<file path="src/rtl/imem_loader_if.sv">
// Byte-stream in / imem write port out bundle for the instruction-memory loader.
// Master drives the control pulses and the byte stream; slave (the loader) drives
// the handshake ready, the imem write port and the status flags.
interface imem_loader_if #(
    parameter int WIDTH  = 32,
    parameter int ADDR_W = 8
);
    logic              start;
    logic              abort;
    logic              rx_valid;
    logic [7:0]        rx_data;
    logic              rx_ready;
    logic              we;
    logic [ADDR_W-1:0] waddr;
    logic [WIDTH-1:0]  wdata;
    logic              cpu_hold;
    logic              done;
    logic              err;

    modport master (
        output start, abort, rx_valid, rx_data,
        input  rx_ready, we, waddr, wdata, cpu_hold, done, err
    );

    modport slave (
        input  start, abort, rx_valid, rx_data,
        output rx_ready, we, waddr, wdata, cpu_hold, done, err
    );
endinterface

</file>
<file path="src/rtl/imem_loader.sv">
// Loads a program image from a byte stream into imem: 16-bit LE word count, then LE words.
// Latency: imem write pulses 1 cycle after the 4th byte of a word; 1 byte/cycle sustained.
// Backpressure: rx_ready is high only while loading (LEN_LO/LEN_HI/DATA); bytes wait otherwise.
// Ports: clk, rst (async, active-high), bus (imem_loader_if.slave): start/abort pulses,
//        rx_valid/rx_data/rx_ready byte stream, we/waddr/wdata imem write, cpu_hold/done/err.
module imem_loader #(
    parameter int WIDTH  = 32,
    parameter int DEPTH  = 256,
    parameter int ADDR_W = 8
) (
    input  logic          clk,
    input  logic          rst,
    imem_loader_if.slave  bus
);
    typedef enum logic [2:0] {
        IDLE   = 3'd0,
        LEN_LO = 3'd1,
        LEN_HI = 3'd2,
        DATA   = 3'd3,
        DONE   = 3'd4,
        ERR    = 3'd5
    } state_t;

    state_t              r_state;
    logic [7:0]          r_len_lo;
    logic [15:0]         r_len;
    logic [ADDR_W:0]     r_word_idx;   // one extra bit so a DEPTH-word image can be counted
    logic [1:0]          r_byte_cnt;
    logic [23:0]         r_buf;        // bytes b2,b1,b0 of the word being assembled
    logic                r_we;
    logic [ADDR_W-1:0]   r_waddr;
    logic [WIDTH-1:0]    r_wdata;
    logic                r_cpu_hold;
    logic                r_done;
    logic                r_err;

    logic                w_rx_ready;
    logic                w_accept;
    logic [15:0]         w_len;
    logic                w_last;

    assign w_rx_ready = (r_state == LEN_LO) || (r_state == LEN_HI) || (r_state == DATA);
    assign w_accept   = bus.rx_valid && w_rx_ready;
    assign w_len      = {bus.rx_data, r_len_lo};
    assign w_last     = (16'(r_word_idx) == (r_len - 16'd1));

    always_ff @(posedge clk or posedge rst) begin
        if (rst) begin
            r_state    <= IDLE;
            r_len_lo   <= '0;
            r_len      <= '0;
            r_word_idx <= '0;
            r_byte_cnt <= '0;
            r_buf      <= '0;
            r_we       <= 1'b0;
            r_waddr    <= '0;
            r_wdata    <= '0;
            r_cpu_hold <= 1'b0;
            r_done     <= 1'b0;
            r_err      <= 1'b0;
        end else begin
            r_we <= 1'b0;
            // Abort takes priority over everything, including a byte offered in the
            // same cycle: that byte is dropped and no further write is issued.
            if (bus.abort) begin
                r_state    <= IDLE;
                r_done     <= 1'b0;
                r_err      <= 1'b0;
                r_cpu_hold <= 1'b0;
            end else begin
                case (r_state)
                    IDLE, DONE, ERR: begin
                        if (bus.start) begin
                            r_state    <= LEN_LO;
                            r_done     <= 1'b0;
                            r_err      <= 1'b0;
                            r_cpu_hold <= 1'b1;
                            r_word_idx <= '0;
                            r_byte_cnt <= '0;
                        end
                    end
                    LEN_LO: begin
                        if (w_accept) begin
                            r_len_lo <= bus.rx_data;
                            r_state  <= LEN_HI;
                        end
                    end
                    LEN_HI: begin
                        if (w_accept) begin
                            r_len <= w_len;
                            if ((w_len == 16'd0) || (w_len > 16'(DEPTH))) begin
                                r_state    <= ERR;
                                r_err      <= 1'b1;
                                r_cpu_hold <= 1'b0;
                            end else begin
                                r_state <= DATA;
                            end
                        end
                    end
                    DATA: begin
                        if (w_accept) begin
                            r_byte_cnt <= r_byte_cnt + 2'd1;
                            if (r_byte_cnt == 2'd3) begin
                                r_we       <= 1'b1;
                                r_waddr    <= r_word_idx[ADDR_W-1:0];
                                r_wdata    <= {bus.rx_data, r_buf};
                                r_word_idx <= r_word_idx + (ADDR_W+1)'(1);
                                // Leave hold on the same edge that registers the last
                                // write, so done and the final we appear together.
                                if (w_last) begin
                                    r_state    <= DONE;
                                    r_done     <= 1'b1;
                                    r_cpu_hold <= 1'b0;
                                end
                            end else begin
                                r_buf <= {bus.rx_data, r_buf[23:8]};
                            end
                        end
                    end
                    default: r_state <= IDLE;
                endcase
            end
        end
    end

    assign bus.rx_ready = w_rx_ready;
    assign bus.we       = r_we;
    assign bus.waddr    = r_waddr;
    assign bus.wdata    = r_wdata;
    assign bus.cpu_hold = r_cpu_hold;
    assign bus.done     = r_done;
    assign bus.err      = r_err;
endmodule

</file>
<file path="src/flat_wrapper.sv">
// flat-port wrapper written by rule: the top's interface ports become plain ports
module imem_loader_flat 
#(
    parameter int WIDTH  = 32,
    parameter int DEPTH  = 256,
    parameter int ADDR_W = 8
)
  (clk, rst, bus_start, bus_abort, bus_rx_valid, bus_rx_data, bus_rx_ready, bus_we, bus_waddr, bus_wdata, bus_cpu_hold, bus_done, bus_err);
  imem_loader_if #(.WIDTH(WIDTH), .ADDR_W(ADDR_W)) bus_i ();
  input  logic clk;
  input  logic rst;
  input wire logic [$bits(bus_i.start)-1:0] bus_start;
  input wire logic [$bits(bus_i.abort)-1:0] bus_abort;
  input wire logic [$bits(bus_i.rx_valid)-1:0] bus_rx_valid;
  input wire logic [$bits(bus_i.rx_data)-1:0] bus_rx_data;
  output wire logic [$bits(bus_i.rx_ready)-1:0] bus_rx_ready;
  output wire logic [$bits(bus_i.we)-1:0] bus_we;
  output wire logic [$bits(bus_i.waddr)-1:0] bus_waddr;
  output wire logic [$bits(bus_i.wdata)-1:0] bus_wdata;
  output wire logic [$bits(bus_i.cpu_hold)-1:0] bus_cpu_hold;
  output wire logic [$bits(bus_i.done)-1:0] bus_done;
  output wire logic [$bits(bus_i.err)-1:0] bus_err;
  assign bus_i.start = bus_start;
  assign bus_i.abort = bus_abort;
  assign bus_i.rx_valid = bus_rx_valid;
  assign bus_i.rx_data = bus_rx_data;
  assign bus_rx_ready = bus_i.rx_ready;
  assign bus_we = bus_i.we;
  assign bus_waddr = bus_i.waddr;
  assign bus_wdata = bus_i.wdata;
  assign bus_cpu_hold = bus_i.cpu_hold;
  assign bus_done = bus_i.done;
  assign bus_err = bus_i.err;
  imem_loader #(.WIDTH(WIDTH), .DEPTH(DEPTH), .ADDR_W(ADDR_W)) u_core (.clk(clk), .rst(rst), .bus(bus_i));
endmodule
</file>
<file path="config.mk">
export PLATFORM = sky130hd
export DESIGN_NAME = imem_loader_flat
export DESIGN_NICKNAME = d
export VERILOG_FILES = /design/src/rtl/imem_loader_if.sv /design/src/rtl/imem_loader.sv /design/src/flat_wrapper.sv
export SDC_FILE = /design/constraint.sdc
export NUM_CORES = 1
export LEC_CHECK = 0
export BUFFER_PORTS_ARGS = -buffer_cell sky130_fd_sc_hd__buf_2
export CORE_UTILIZATION = 25
export DETAILED_ROUTE_END_ITERATION = 16
export HOLD_SLACK_MARGIN = 0.03
export PLACE_DENSITY = 0.46
export SYNTH_ARGS = -nofsm -noshare
export SYNTH_HDL_FRONTEND = slang
export SYNTH_SLANG_ARGS = --single-unit
</file>
<file path="constraint.sdc">
create_clock -name clk -period 8.75 [get_ports clk]
set_clock_uncertainty 0.15 [all_clocks]
set_input_delay 0.4375 -clock clk [delete_from_list [all_inputs] [get_ports clk]]
set_output_delay 0.4375 -clock clk [all_outputs]
set_load 0.03 [all_outputs]
</file>
==> results of run 1 <==
-- worst register-to-register path, cell delays in order, from the launching register on --
cell       delay, ps
dfrtp_1          450
or4_1            660
nor4_1           360
xor2_1           130
or4b_1           490
nor4_1           390
a2bb2oi_1        210
-- cell families after synthesis --
logic type,synth area share
DFF,0.567
and+or+nand+nor,0.191
muxes,0.120
buffers and inverters,0.0275
adders and majority gates,0.00802
AOI/OAI and AO/OA,0.0540
xor gates and xnor gates,0.0318
-- how the worst min path moves through the flow --
stage	start	to	slack, ps
4_1_cts	bus_rx_data[3]	u_core.bus.wdata[27]	210
6_report	bus_rx_data[3]	u_core.bus.wdata[27]	210
2_1_floorplan	u_core.r_buf[0]	u_core.bus.wdata[0]	280
3_5_place_dp	u_core.bus.wdata[25]	u_core.bus.wdata[25]	310
3_3_place_gp	u_core.r_buf[6]	u_core.bus.wdata[6]	300
5_1_grt	bus_rx_data[3]	u_core.bus.wdata[27]	220
-- what timing repair did --
item / CTS / global route
endpoints found under the hold margin: 25 / 0
hold buffers: 1 / 0
endpoints found under the setup margin: 0 / 0
-- per-layer routing --
metal | vias to the layer above | wire length [um] | track usage
met5 | - | 0 | 0
met4 | 0 | 161 | 0.0474
met3 | 10 | 280 | 0.0238
met2 | 44 | 5140 | 0.197
met1 | 1653 | 5450 | 0.163
li1 | 1602 | - | -
-- per-stage QoR --
| step | utilization | power, mW |
|---|---|---|
| 5_1_grt | 0.304 | 1.38 |
| 3_3_place_gp | 0.286 | 0.883 |
| 4_1_cts | 0.304 | 1.32 |
| 3_5_place_dp | 0.286 | 0.889 |
| 6_report | 0.304 | 1.30 |
| 2_1_floorplan | - | 0.824 |
-- cells in the final DEF, fill, tap and decap left out, types with 2 or more instances in the layout --
cell type / instances
nor2b_1: 5
and3_1: 3
nor4_1: 7
ha_1: 3
inv_1: 13
a21oi_1: 6
mux2_2: 49
nor3_1: 7
nor4_2: 2
clkbuf_16: 9
or3_1: 6
buf_4: 3
a2111oi_0: 2
nor2_1: 19
xor2_1: 9
a31oi_1: 3
dfrtp_1: 106
nand2_1: 125
buf_2: 57
or4_1: 3
o21ai_0: 8
nand3_1: 7
nand4_1: 4
xnor2_1: 8
bufinv_16: 2
-- flip-flops by register name, indices dropped and copies added, names as in the netlist --
name and count:
u_core.bus.wdata 32, u_core.r_buf 24, u_core.r_len 16, u_core.r_word_idx 9
u_core.bus.waddr 8, u_core.r_len_lo 8, u_core.r_state 3, u_core.r_byte_cnt 2
u_core.bus.cpu_hold 1, u_core.bus.done 1, u_core.bus.err 1, u_core.bus.we 1
-- power groups by stage --
stage	clock network, mW	registers (mW)	logic (mW)
final	0.426	0.622	0.257
after floorplan	0	0.601	0.223
after detailed placement	0	0.631	0.258
after global placement	0	0.630	0.253
after CTS	0.437	0.622	0.261
after global routing	0.459	0.633	0.287
-- cell type report --
cell class | instances | area, um^2
flip-flops and latches | 106 | 2650
clock buffers | 10 | 229
multi-input cells | 302 | 1900
inverters | 14 | 55.1
clock inverters | 4 | 77.6
fillers | 1887 | 12600
repair buffers | 61 | 318
well taps | 229 | 287
==> impl_summary.md, run 1 <==
CTS
TritonCTS built the clock tree. The CTS root buffer is clkbuf_16. The number of clock sinks is 106.

The number of clock buffers added by TritonCTS is 9. Post-CTS timing repair inserted 0 buffers for setup. The number of gates resized after CTS was 0. After clock tree synthesis, the clock-pin slew on the worst setup and hold paths is 70 ps. The H-tree level count is 3.

The later pin in the worst-skew pair is clocked with a latency of between 300 and 400 ps. The clock tree buffer depth is 2.

Power
The internal power component is 0.931 mW. Of the total power, the share spent switching nets is 0.287. In this run the static leakage power is 2.87 nW.

For this design the total switching power over the nets is about 0.37 mW. The areal power density over the cells is 237 nW/um^2. The sequential cell fraction of total power is 0.477. The share of total power dissipated in the clock network is 0.326. The fraction of power consumed by combinational cells is 0.197. Across the VDD grid, the largest voltage drop is 96.9 uV.

Floorplan
The starting utilization of the core area is 0.258. 58 I/O pins were placed. The die extent in x is 139 um. The total area inside the core boundary comes to 18100 um^2. The floorplan step defined a die boundary enclosing 19300 um^2. The floorplan die height is 139 um. In this run the core area contains 49 standard-cell rows.

Synthesis
The cell type with the highest aggregate area in the netlist is dfrtp_1. Of the post-synthesis cell area, the dominant cell type holds 0.567. The flip-flop and latch count after synthesis is 106. The most used flip-flop cell after synthesis is dfrtp_1.

The count of different cell masters after synthesis is 51. The Yosys warning count is 0. The fraction of registers with async set/reset is 1.00. The synthesized netlist cell count is between 400 and 500. Counting instances in the post-synthesis netlist gives the leading cell types as 125 x nand2_1, 106 x dfrtp_1, 49 x mux2_2. In the post-synthesis netlist, the biggest area contributors are dfrtp_1 57%, mux2_2 12%, nand2_1 10%. The number of enable-type register cells in the synthesized netlist is 0. The mapped netlist covers 4680 um^2.

Yosys instantiated no cell more often than nand2_1. The portion of the post-synthesis area used by sequential elements is 0.567. The net count of the mapped netlist is 456.

Dividing the synthesized area by the synthesized cell count gives 10.6 um^2.

Critical path
In this run the number of cells on the critical path is 6. On the worst path, the slowest cell contributes a delay of 660 ps. The top fanout value on the critical path is 6. Counting stages on the worst path, the most repeated cell is nor4_1. In this run the worst setup path begins at u_core.r_len[0]. Among cell families on the critical path, the largest total delay comes from simple AND/OR/NAND/NOR gates. STA classifies the critical path startpoint as a register. The worst setup slack for register-to-register paths is 5820 ps. The endpoint of the worst setup timing path is u_core.r_state[2]. The worst path buffer plus inverter count is 0. The start of the worst register-to-register path is u_core.r_len[0]. The critical setup path kind is register to register. The cell with the largest stage delay on the worst path is or4_1.

The required time at the worst-slack endpoint is 8860 ps. Walking the worst path, the cells encountered are or4_1, nor4_1, xor2_1, or4b_1, nor4_1, a2bb2oi_1. The data arrival time of the critical path is 3040 ps.

The path depth of the worst reg2reg path is 6. The worst setup path is captured at a register. The worst register-to-register path ends at u_core.r_state[2].

Drt
Dividing the detail-routed via count by the number of cells gives 4.56. The average detailed-routed wire length per instance is 15.2 um. The length of the first detailed-routing pass in iterations is 10. The final antenna-violating net count is 0. The iteration-0 DRC count of the detailed router is between 150 and 200. The residual DRC count is 2. The final layout contains routed wiring with a total length of 11.0 mm. The routed layout has 3309 vias.

STA
The share of the clock period used by the worst path is 0.334. At the pin with the least slew margin, the transition time is 1120 ps. The peak clock frequency supported by timing is 342 MHz.

Headroom to the max-slew limit came out at 0.249. The worst-case setup margin in the final layout is roughly 5800 ps. The number of max-slew violations in the final report came to 0.

Setup repair after global routing left no endpoint under its margin. The final count of negative-setup-slack endpoints is 0. The number of hold-slack violations in the final timing report is 0. The final setup TNS is 0 ps. Subtracting the final worst setup slack from the clock period gives 2930 ps. The tightest hold path in the finished design has a slack of 215 ps.

Layout
In the final layout, the share of cells above drive strength 1 is 0.264. The count of non-filler cells in the finished layout is 726. The growth of design area from synthesis to finish is 17.9%. For this run, the post-layout net count is between 500 and 600. The number of antenna diodes is 0. Summing all non-filler instances in the final layout gives an area of ~5500 um^2.

Global routing
Summed over all layers, the global routing overflow is 0. The global-route wire length before repair is 18.4 mm. The number of global-route vias before repair is 3387. The global-route usage over all layers is 0.123. The number of antenna violations at the first check in global routing came to 0. The maximum number of pins on one net before global-route repair is 65.

Run status
The run finished, with violations left. The checks that failed: design-rule violations.

Min path
The worst min-delay path category is input pin to register. Counting instances, the worst hold path has a depth of 3.

Placement
The number of placed cells counting well taps is 711. The placer's final routability congestion estimate is 0.834. The HPWL after detailed placement is just under 8 mm.

After detailed placement, the total cell area comes to 5200 um^2. Input and output buffers added on the ports amount to between 50 and 60. The worst slack at placement is 5780 ps.

Job
The number of maximum-capacitance constraint violations is 0.
Note: power is estimated with default switching activity, not from simulation.
==> inputs of run 2 (changes only) <==
--- a/config.mk
+++ b/config.mk
@@ -5,11 +5,12 @@
 export SDC_FILE = /design/constraint.sdc
 export NUM_CORES = 1
 export LEC_CHECK = 0
+export ABC_AREA = 1
 export BUFFER_PORTS_ARGS = -buffer_cell sky130_fd_sc_hd__buf_2
 export CORE_UTILIZATION = 25
 export DETAILED_ROUTE_END_ITERATION = 16
 export HOLD_SLACK_MARGIN = 0.03
-export PLACE_DENSITY = 0.46
+export PLACE_DENSITY = 0.47
 export SYNTH_ARGS = -nofsm -noshare
 export SYNTH_HDL_FRONTEND = slang
 export SYNTH_SLANG_ARGS = --single-unit
==> constraint.sdc (replaced) <==
create_clock -name clk -period 2.44 [get_ports clk]
set_clock_uncertainty 0.15 [all_clocks]
set_input_delay 0.122 -clock clk [delete_from_list [all_inputs] [get_ports clk]]
set_output_delay 0.122 -clock clk [all_outputs]
set_load 0.03 [all_outputs]
==> run 2 against run 1 <==
Compared with the run above:
- the flow now finishes without violations
- fmax increased by 39%
- synthesized cell count increased by 38%
- non-clock buffer count rose by 13
- critical path depth grew 9
- final area rose by 8.7%
- largest cell class unchanged
- largest power group is now combinational cells
- highest routed layer unchanged
==> impl_summary.md, run 2 <==
Run status
Result of the run: finished clean (was finished with violations).

Power
The worst voltage drop across the vdd grid is 402 uV (was 96.9 uV). The areal power density over the cells is 1080 nW/um^2 (was 237 nW/um^2). The static leakage is 3.01 nW (was 2.87 nW).

Critical path
The sort of element at the start of the critical path is a register (unchanged). The critical setup path kind is register to register (unchanged). The data arrival time of the critical path was 2200 ps (was 3040 ps).

Worst-path cell chain: inv_1, ha_2, nand2_1, nor2_1, nand3_1, nand2_1, nand2_1, inv_1, nand2_1, nor2_2, nand3_2, nand2_4, nand2_4, nand2_1, o21ai_2 (was or4_1, nor4_1, xor2_1, or4b_1, nor4_1, a2bb2oi_1). The most numerous cell on the critical path is nand2_1 (was nor4_1). The cell family contributing the most delay on the critical path is simple AND/OR/NAND/NOR gates (unchanged). The required time at the worst-slack endpoint is 2530 ps (was 8860 ps). The top fanout value on the critical path is 7 (was 6). The worst path buffer plus inverter count is 2 (was 0). The element type at the critical path end was a register (unchanged). The cell with the largest stage delay on the worst path was dfrtp_1 (was or4_1). The maximum cell stage delay along the critical path is 400 ps (was 660 ps).

Layout
The flip-flop count of the largest register after layout was 32 (unchanged). The total number of nets in the final design is 692 (was 510). The fraction of layout instances using a drive strength above 1 was 0.170 (was 0.264).

The leading cell type in the layout, fill and taps excluded was nand2_1 (unchanged). Commonest cells after routing, fill and taps aside: 188 x nand2_1, 106 x dfrtp_1, 75 x inv_1 (was 125 x nand2_1, 106 x dfrtp_1, 57 x buf_2). The growth of design area from synthesis to finish is 19.8% (was 17.9%). The number of antenna diodes was 0 (unchanged). The count of non-filler cells in the finished layout is 946 (was 726).

Synthesis
The fraction of registers with async set/reset was 1.00 (unchanged). Top cells by count, synth: 188 x nand2_1, 106 x dfrtp_1, 76 x inv_1 (was 125 x nand2_1, 106 x dfrtp_1, 49 x mux2_2). The area share of the leading cell type in the synthesized netlist is 0.530 (was 0.567). The portion of the post-synthesis area used by sequential elements was 0.530 (was 0.567). The Yosys warning count is 0 (unchanged). Top area cells in the synthesized netlist: dfrtp_1 53%, nand2_1 14%, inv_1 5.7% (was dfrtp_1 57%, mux2_2 12%, nand2_1 10%).

The cell area after synthesis is 5010 um^2 (was 4680 um^2). The net count of the mapped netlist is 624 (was 456). The synthesized area per cell is 8.23 um^2 (was 10.6 um^2). The cell type with the highest aggregate area in the netlist is dfrtp_1 (unchanged). The flip-flop and latch count after synthesis came to 106 (unchanged). The most used flip-flop cell after synthesis is dfrtp_1 (unchanged). The number of enable-type register cells in the synthesized netlist came to 0 (unchanged). The dominant cell by count in the synthesized netlist is nand2_1 (unchanged). The synthesized netlist cell count is 608 (was 440). The count of different cell masters after synthesis is 33 (was 51).

Global routing
The maximum number of pins on one net before global-route repair was 49 (was 65). The met3 layer usage reported by global route is 0.0280 (was 0.0238). The met1 capacity usage during global routing is 0.189 (was 0.163).

The number of global-route vias before repair was 3796 (was 3387). The global routing's busiest layer was met1 (was met2). The leftover overflow at the end of global routing came to 0 (unchanged). The global-route usage over all layers is 0.128 (was 0.123). The global-route wire length before repair is 20.2 mm (was 18.4 mm). The number of antenna violations at the first check in global routing came to 0 (unchanged).

The met2 demand-to-capacity share in global routing is 0.186 (was 0.197).

Placement
The placer's final routability congestion estimate came to 0.813 (was 0.834). The number of placed cells counting well taps is 922 (was 711). The HPWL after detailed placement is 8.94 mm (was 7.83 mm). The count of input and output buffers is 57 (unchanged).

Floorplan
The floorplan die height is 144 um (was 139 um). The area of the die is 20600 um^2 (was 19300 um^2). The die extent in x is 144 um (was 139 um). The starting utilization of the core area is 0.256 (was 0.258).

The number of top-level pins is 58 (unchanged). The core box area is 19500 um^2 (was 18100 um^2). The site row count is 51 (was 49).

Drt
The wire length after detailed routing is 12.3 mm (was 11.0 mm). The residual DRC count is 0 (was 2). The number of vias after detailed routing is 3946 (was 3309).

The mean number of vias per cell is 4.17 (was 4.56). The final antenna-violating net count is 0 (unchanged). The average detailed-routed wire length per instance is 13.0 um (was 15.2 um).

The length of the first detailed-routing pass in iterations is 5 (was 10). The iteration-0 DRC count of the detailed router was 225 (was 165).

CTS
The CTS root buffer is clkbuf_16 (unchanged). The number of clock sinks came to 106 (unchanged). The register clock-pin slew on the reported worst setup and hold paths was 70 ps (about the same). The post-CTS setup buffer count came to 0 (unchanged).

The number of clock buffers inserted by TritonCTS is 9 (unchanged). The H-tree level count is 3 (unchanged). The clock network latency to the later pin of the worst-skew pair is 350 ps (about the same). The clock tree buffer depth is 2 (unchanged). The clock tree from TritonCTS is yes (unchanged).

Min path
The worst min-delay path category is input pin to register (unchanged).

STA
The final setup TNS came to 0 ps (unchanged). The share of the clock period used by the worst path is 0.864 (was 0.334). Setup repair after global routing missed its margin: no (unchanged). The clock period minus final worst setup slack is 2110 ps (was 2930 ps). The number of hold-slack violations in the final timing report is 0 (unchanged). The slew at the pin closest to its max-slew limit is 742 ps (was 1120 ps). The peak clock frequency supported by timing is 475 MHz (was 342 MHz).

The relative slew slack is 0.504 (was 0.249). The final count of negative-setup-slack endpoints is 0 (unchanged). The number of max-slew violations in the final report was 0 (unchanged).

Job
The number of maximum-capacitance constraint violations came to 0 (unchanged).
[run 2: cell count changes in the layout (fill, tap and decap cells not counted), sizes merged, moves of 6 or more]
cell         change
buf              +6
inv             +67
mux2            -49
dlygate4sd3      +7
nand2           +71
nand3           +18
or3              -6
nor4             -9
o21ai           +83
xor2             -6
nor2            +33
[run 2: logic make-up (layout without fill, tap and decap cells)]
kind of cell	after synthesis	in the layout	synth area share
adder cells (fa/ha/maj)	3	3	0.00750
AO/OA/AOI/OAI	103	103	0.106
XOR/XNOR	9	9	0.0157
flip-flops	106	106	0.530
AND/OR/NAND/NOR	288	288	0.254
buffers and inverters	99	172	0.0862
[run 2: what timing repair did]
action | 4_1_cts | 5_1_grt
endpoints found under the hold margin | 48 | 0
hold buffers | 8 | 0
endpoints found under the setup margin | 0 | 1
resized for setup | 0 | 1
[run 2: per-layer routing]
metal,vias to the layer above,share of wire
met5,-,0
met4,0,0.010
met3,6,0.029
met2,49,0.43
met1,1834,0.53
li1,2057,-
[run 2: final cells by class]
cell class	instances	area, um^2
clock inverters	5	63.8
multi-input cells	403	1930
inverters	82	317
well taps	265	332
flip-flops and latches	106	2650
fillers	2172	13500
repair buffers	74	470
clock buffers	11	233
[run 2: where the power goes]
group / switching, mW / leakage (nW) / internal, mW
registers: 0.319 / 1.45 / 2.08
clock network: 0.676 / 0.146 / 0.807
logic: 1.68 / 1.41 / 0.944
total: 2.68 / 3.01 / 3.83
[run 2: path summary, 6_finish.rpt]
check,end,from,cells past startpoint,slack (ps)
max in group asynchronous,u_core.bus.wdata[4],rst,4,1100
hold / removal,u_core.bus.wdata[31],bus_rx_data[7],3,50
min in group asynchronous,u_core.bus.wdata[11],rst,3,290
hold reg to reg,u_core.bus.wdata[4],u_core.bus.wdata[4],2,310
setup reg to reg,u_core.r_state[0],u_core.r_len[0],15,330
setup / recovery,u_core.r_state[0],u_core.r_len[0],15,330
[run 2: through the flow]
step | power [mW] | hold WS, ps | utilization | area [um^2] | setup WS, ps
final | 6.50 | 52.3 | 0.307 | 6000 | 333
after CTS | 6.59 | 52.2 | 0.307 | 5990 | 236
after global routing | 7.11 | 63.7 | 0.307 | 6000 | 89.8
after floorplan | 4.44 | 164 | - | 5010 | 478
after detailed placement | 5.07 | 141 | 0.288 | 5620 | 250
after global placement | 5.07 | 139 | 0.288 | 5620 | 285
[run 2: worst reg2reg max path, delay by kind of cell, from the launching register on]
family                     cells  cell delay [ps]
DFF                            1              400
AOI/OAI and AO/OA              1               50
adders and majority gates      1              290
and+or+nand+nor               11              950
buffers and inverters          2              170
==> inputs of run 3 (changes only) <==
--- a/config.mk
+++ b/config.mk
@@ -10,7 +10,6 @@
 export CORE_UTILIZATION = 25
 export DETAILED_ROUTE_END_ITERATION = 16
 export HOLD_SLACK_MARGIN = 0.03
-export PLACE_DENSITY = 0.47
 export SYNTH_ARGS = -nofsm -noshare
 export SYNTH_HDL_FRONTEND = slang
 export SYNTH_SLANG_ARGS = --single-unit
==> constraint.sdc (replaced) <==
create_clock -name clk -period 2.12 [get_ports clk]
set_clock_uncertainty 0.15 [all_clocks]
set_input_delay 0.106 -clock clk [delete_from_list [all_inputs] [get_ports clk]]
set_output_delay 0.106 -clock clk [all_outputs]
set_load 0.03 [all_outputs]
==> run 3 against run 2 <==
Compared with the run above:
- register-to-register slack got worse by 220 ps
- via count increased by 1.8%
- final cell count increased by 1.5%
==> impl_summary.md, run 3 (synthesis results as in run 2) <==
CTS
The register clock-pin slew on the reported worst setup and hold paths is 80 ps (was 70 ps). The clock tree buffer depth is 2 (unchanged). The CTS root buffer is clkbuf_16 (unchanged). The number of clock buffers inserted by TritonCTS is 9 (unchanged). The number of clock sinks was 106 (unchanged). The clock network latency to the later pin of the worst-skew pair is 350 ps (about the same).

The clock tree from TritonCTS is yes (unchanged). The H-tree level count came to 3 (unchanged).

Global routing
The number of global-route vias before repair is 3648 (was 3796). The met2 demand-to-capacity share in global routing is 0.168 (was 0.186). The met3 layer usage reported by global route came to 0.0270 (was 0.0280). The global-route usage over all layers is 0.115 (was 0.128). The global-route wire length before repair is 18.5 mm (was 20.2 mm). The global routing's busiest layer is met1 (unchanged). The met1 capacity usage during global routing is 0.169 (was 0.189). The maximum number of pins on one net before global-route repair is 107 (was 49). The number of antenna violations at the first check in global routing is 0 (unchanged).

The leftover overflow at the end of global routing was 0 (unchanged).

Power
The switching power total was 3.26 mW (was 2.68 mW). The power share of the clock group is 0.208 (was 0.228). The static leakage was 3.07 nW (was 3.01 nW). The total power after layout is 7.80 mW (was 6.50 mW). The worst voltage drop across the vdd grid is 594 uV (was 402 uV). The sequential cell fraction of total power came to 0.356 (was 0.368). The net switching share of the total power is 0.418 (was 0.411).

The internal power component is 4.54 mW (was 3.83 mW). The fraction of power consumed by combinational cells is 0.436 (was 0.404). The areal power density over the cells is 1270 nW/um^2 (was 1080 nW/um^2).

Critical path
The path depth of the worst reg2reg path is 12 (was 15). The launch point of the critical path is u_core.r_len[2] (was u_core.r_len[0]). The endpoint of the worst register-to-register path is u_core.r_state[0] (unchanged). The cell with the largest stage delay on the worst path is dfrtp_2 (was dfrtp_1). The worst setup slack for register-to-register paths came to 110 ps (was 330 ps). The element type at the critical path end is a register (unchanged).

The top fanout value on the critical path is 5 (was 7). The start of the worst register-to-register path is u_core.r_len[2] (was u_core.r_len[0]). The endpoint of the worst setup timing path is u_core.r_state[0] (unchanged). The data arrival time of the critical path is 2100 ps (was 2200 ps). The sort of element at the start of the critical path is a register (unchanged). The critical setup path kind is register to register (unchanged).

The maximum cell stage delay along the critical path is 460 ps (was 400 ps). The required time at the worst-slack endpoint came to 2210 ps (was 2530 ps). Worst-path cell chain: nor2_2, nand2_2, nor2_4, nand2_1, a21oi_1, nand2_1, nor2_2, nand3_2, nand2_4, nand2_4, nand2_2, o21ai_2 (was inv_1, ha_2, nand2_1, nor2_1, nand3_1, nand2_1, nand2_1, inv_1, nand2_1, nor2_2, nand3_2, nand2_4, nand2_4, nand2_1, o21ai_2).

STA
The slew at the pin closest to its max-slew limit is 567 ps (was 742 ps). The peak clock frequency supported by timing was 498 MHz (was 475 MHz). The relative slew slack is 0.622 (was 0.504).

The final count of negative-setup-slack endpoints is 0 (unchanged). The worst-case setup margin in the final layout came to 114 ps (was 333 ps). The share of the clock period used by the worst path is 0.946 (was 0.864). The clock period minus final worst setup slack is 2010 ps (was 2110 ps). The number of max-slew violations in the final report came to 0 (unchanged). Setup repair after global routing missed its margin: yes (was no). The number of hold-slack violations in the final timing report came to 0 (unchanged).

Drt
The length of the first detailed-routing pass in iterations is 5 (unchanged). The average detailed-routed wire length per instance is 12.1 um (was 13.0 um). The residual DRC count is 0 (unchanged).

The final antenna-violating net count was 0 (unchanged). The wire length after detailed routing is 11.6 mm (was 12.3 mm). The iteration-0 DRC count of the detailed router is 345 (was 225).

The mean number of vias per cell is 4.18 (was 4.17). The number of vias after detailed routing is 4016 (was 3946).

Layout
The flip-flop count of the largest register after layout came to 32 (unchanged). The growth of design area from synthesis to finish is 22.7% (was 19.8%). The fraction of layout instances using a drive strength above 1 was 0.214 (was 0.170). The leading cell type in the layout, fill and taps excluded is nand2_1 (unchanged). The total number of nets in the final design is 706 (was 692). The count of non-filler cells in the finished layout came to 960 (was 946).

Commonest cells after routing, fill and taps aside: 183 x nand2_1, 102 x dfrtp_1, 73 x inv_1 (was 188 x nand2_1, 106 x dfrtp_1, 75 x inv_1). The number of antenna diodes was 0 (unchanged).

Placement
The number of placed cells counting well taps is 926 (was 922). The HPWL after detailed placement is 8.25 mm (was 8.94 mm). The count of input and output buffers is 57 (unchanged). The worst slack at placement came to 7.65 ps (was 250 ps). The placer's final routability congestion estimate was 0.819 (was 0.813).

Floorplan
The area of the die came to 20600 um^2 (unchanged). The core box area is 19500 um^2 (unchanged). The number of top-level pins is 58 (unchanged).

The floorplan die height is 144 um (unchanged). The site row count is 51 (unchanged). The starting utilization of the core area was 0.256 (unchanged). The die extent in x is 144 um (unchanged).

Min path
The worst min-delay path category is input pin to register (unchanged).

Job
The number of maximum-capacitance constraint violations is 0 (unchanged).

Run status
Result of the run: finished clean (unchanged).
## run 3: cell count changes in the layout (fill, tap and decap cells not counted), sizes merged
cell	change
clkinv	-2
bufinv	-1
inv	+4
clkbuf	-2
clkinvlp	+1
buf	+13
dlygate4sd3	+1
## run 3: through the flow
stage                     setup TNS (ps)  cell area, um^2  utilization  hold slack [ps]
final                                  0             6140        0.314             54.6
after global routing                -234             6140        0.314             48.5
after CTS                              0             5990        0.307             40.8
after detailed placement               0             5620        0.288              173
after global placement                 0             5620        0.288              168
after floorplan                        0             5010            -              148
## run 3: metal layers
| metal | share of wire | routed length [um] | vias up |
|---|---|---|---|
| met5 | 0 | 0 | - |
| met4 | 0.0093 | 108 | 0 |
| met3 | 0.037 | 430 | 8 |
| met2 | 0.43 | 5020 | 64 |
| met1 | 0.52 | 6010 | 1869 |
| li1 | - | - | 2075 |
## run 3: power by group through the flow
stage | Clock (mW) | Sequential (mW) | Combinational (mW)
2_1_floorplan | 0 | 2.71 | 2.40
3_3_place_gp | 0 | 2.78 | 2.99
3_5_place_dp | 0 | 2.79 | 3.01
4_1_cts | 1.66 | 2.76 | 3.03
5_1_grt | 1.73 | 2.83 | 3.88
6_report | 1.62 | 2.78 | 3.40
## run 3: critical path: cells and delay by family (launching register included)
| kind | cells | cell delay, ps |
|---|---|---|
| flip-flops | 1 | 460 |
| AO/OA/AOI/OAI | 2 | 200 |
| AND/OR/NAND/NOR | 10 | 1110 |
## run 3: cell type report
cell class / count / area [um^2]
Timing Repair Buffer: 88 / 557
Sequential cell: 106 / 2660
Tap cell: 265 / 332
Clock inverter: 7 / 58.8
Clock buffer: 9 / 225
Multi-Input combinational cell: 403 / 1990
Fill cell: 2136 / 13400
Inverter: 82 / 317
## run 3: how the worst min path moves through the flow
stage	from	cells past startpoint	to	slack [ps]
final	bus_rx_data[7]	4	u_core.r_buf[23]	50
after global routing	bus_rx_data[7]	4	u_core.r_buf[23]	50
after CTS	bus_rx_data[7]	4	u_core.r_buf[23]	40
after detailed placement	rst	3	u_core.r_buf[11]	170
after global placement	rst	3	u_core.bus.wdata[11]	170
after floorplan	bus_rx_data[1]	2	u_core.bus.wdata[25]	150
## run 3: repair_timing
action,4_1_cts,5_1_grt
setup endpoints to repair,0,47
hold endpoints to repair,136,0
hold buffers,9,0
resized for setup,0,27
setup buffers,0,9
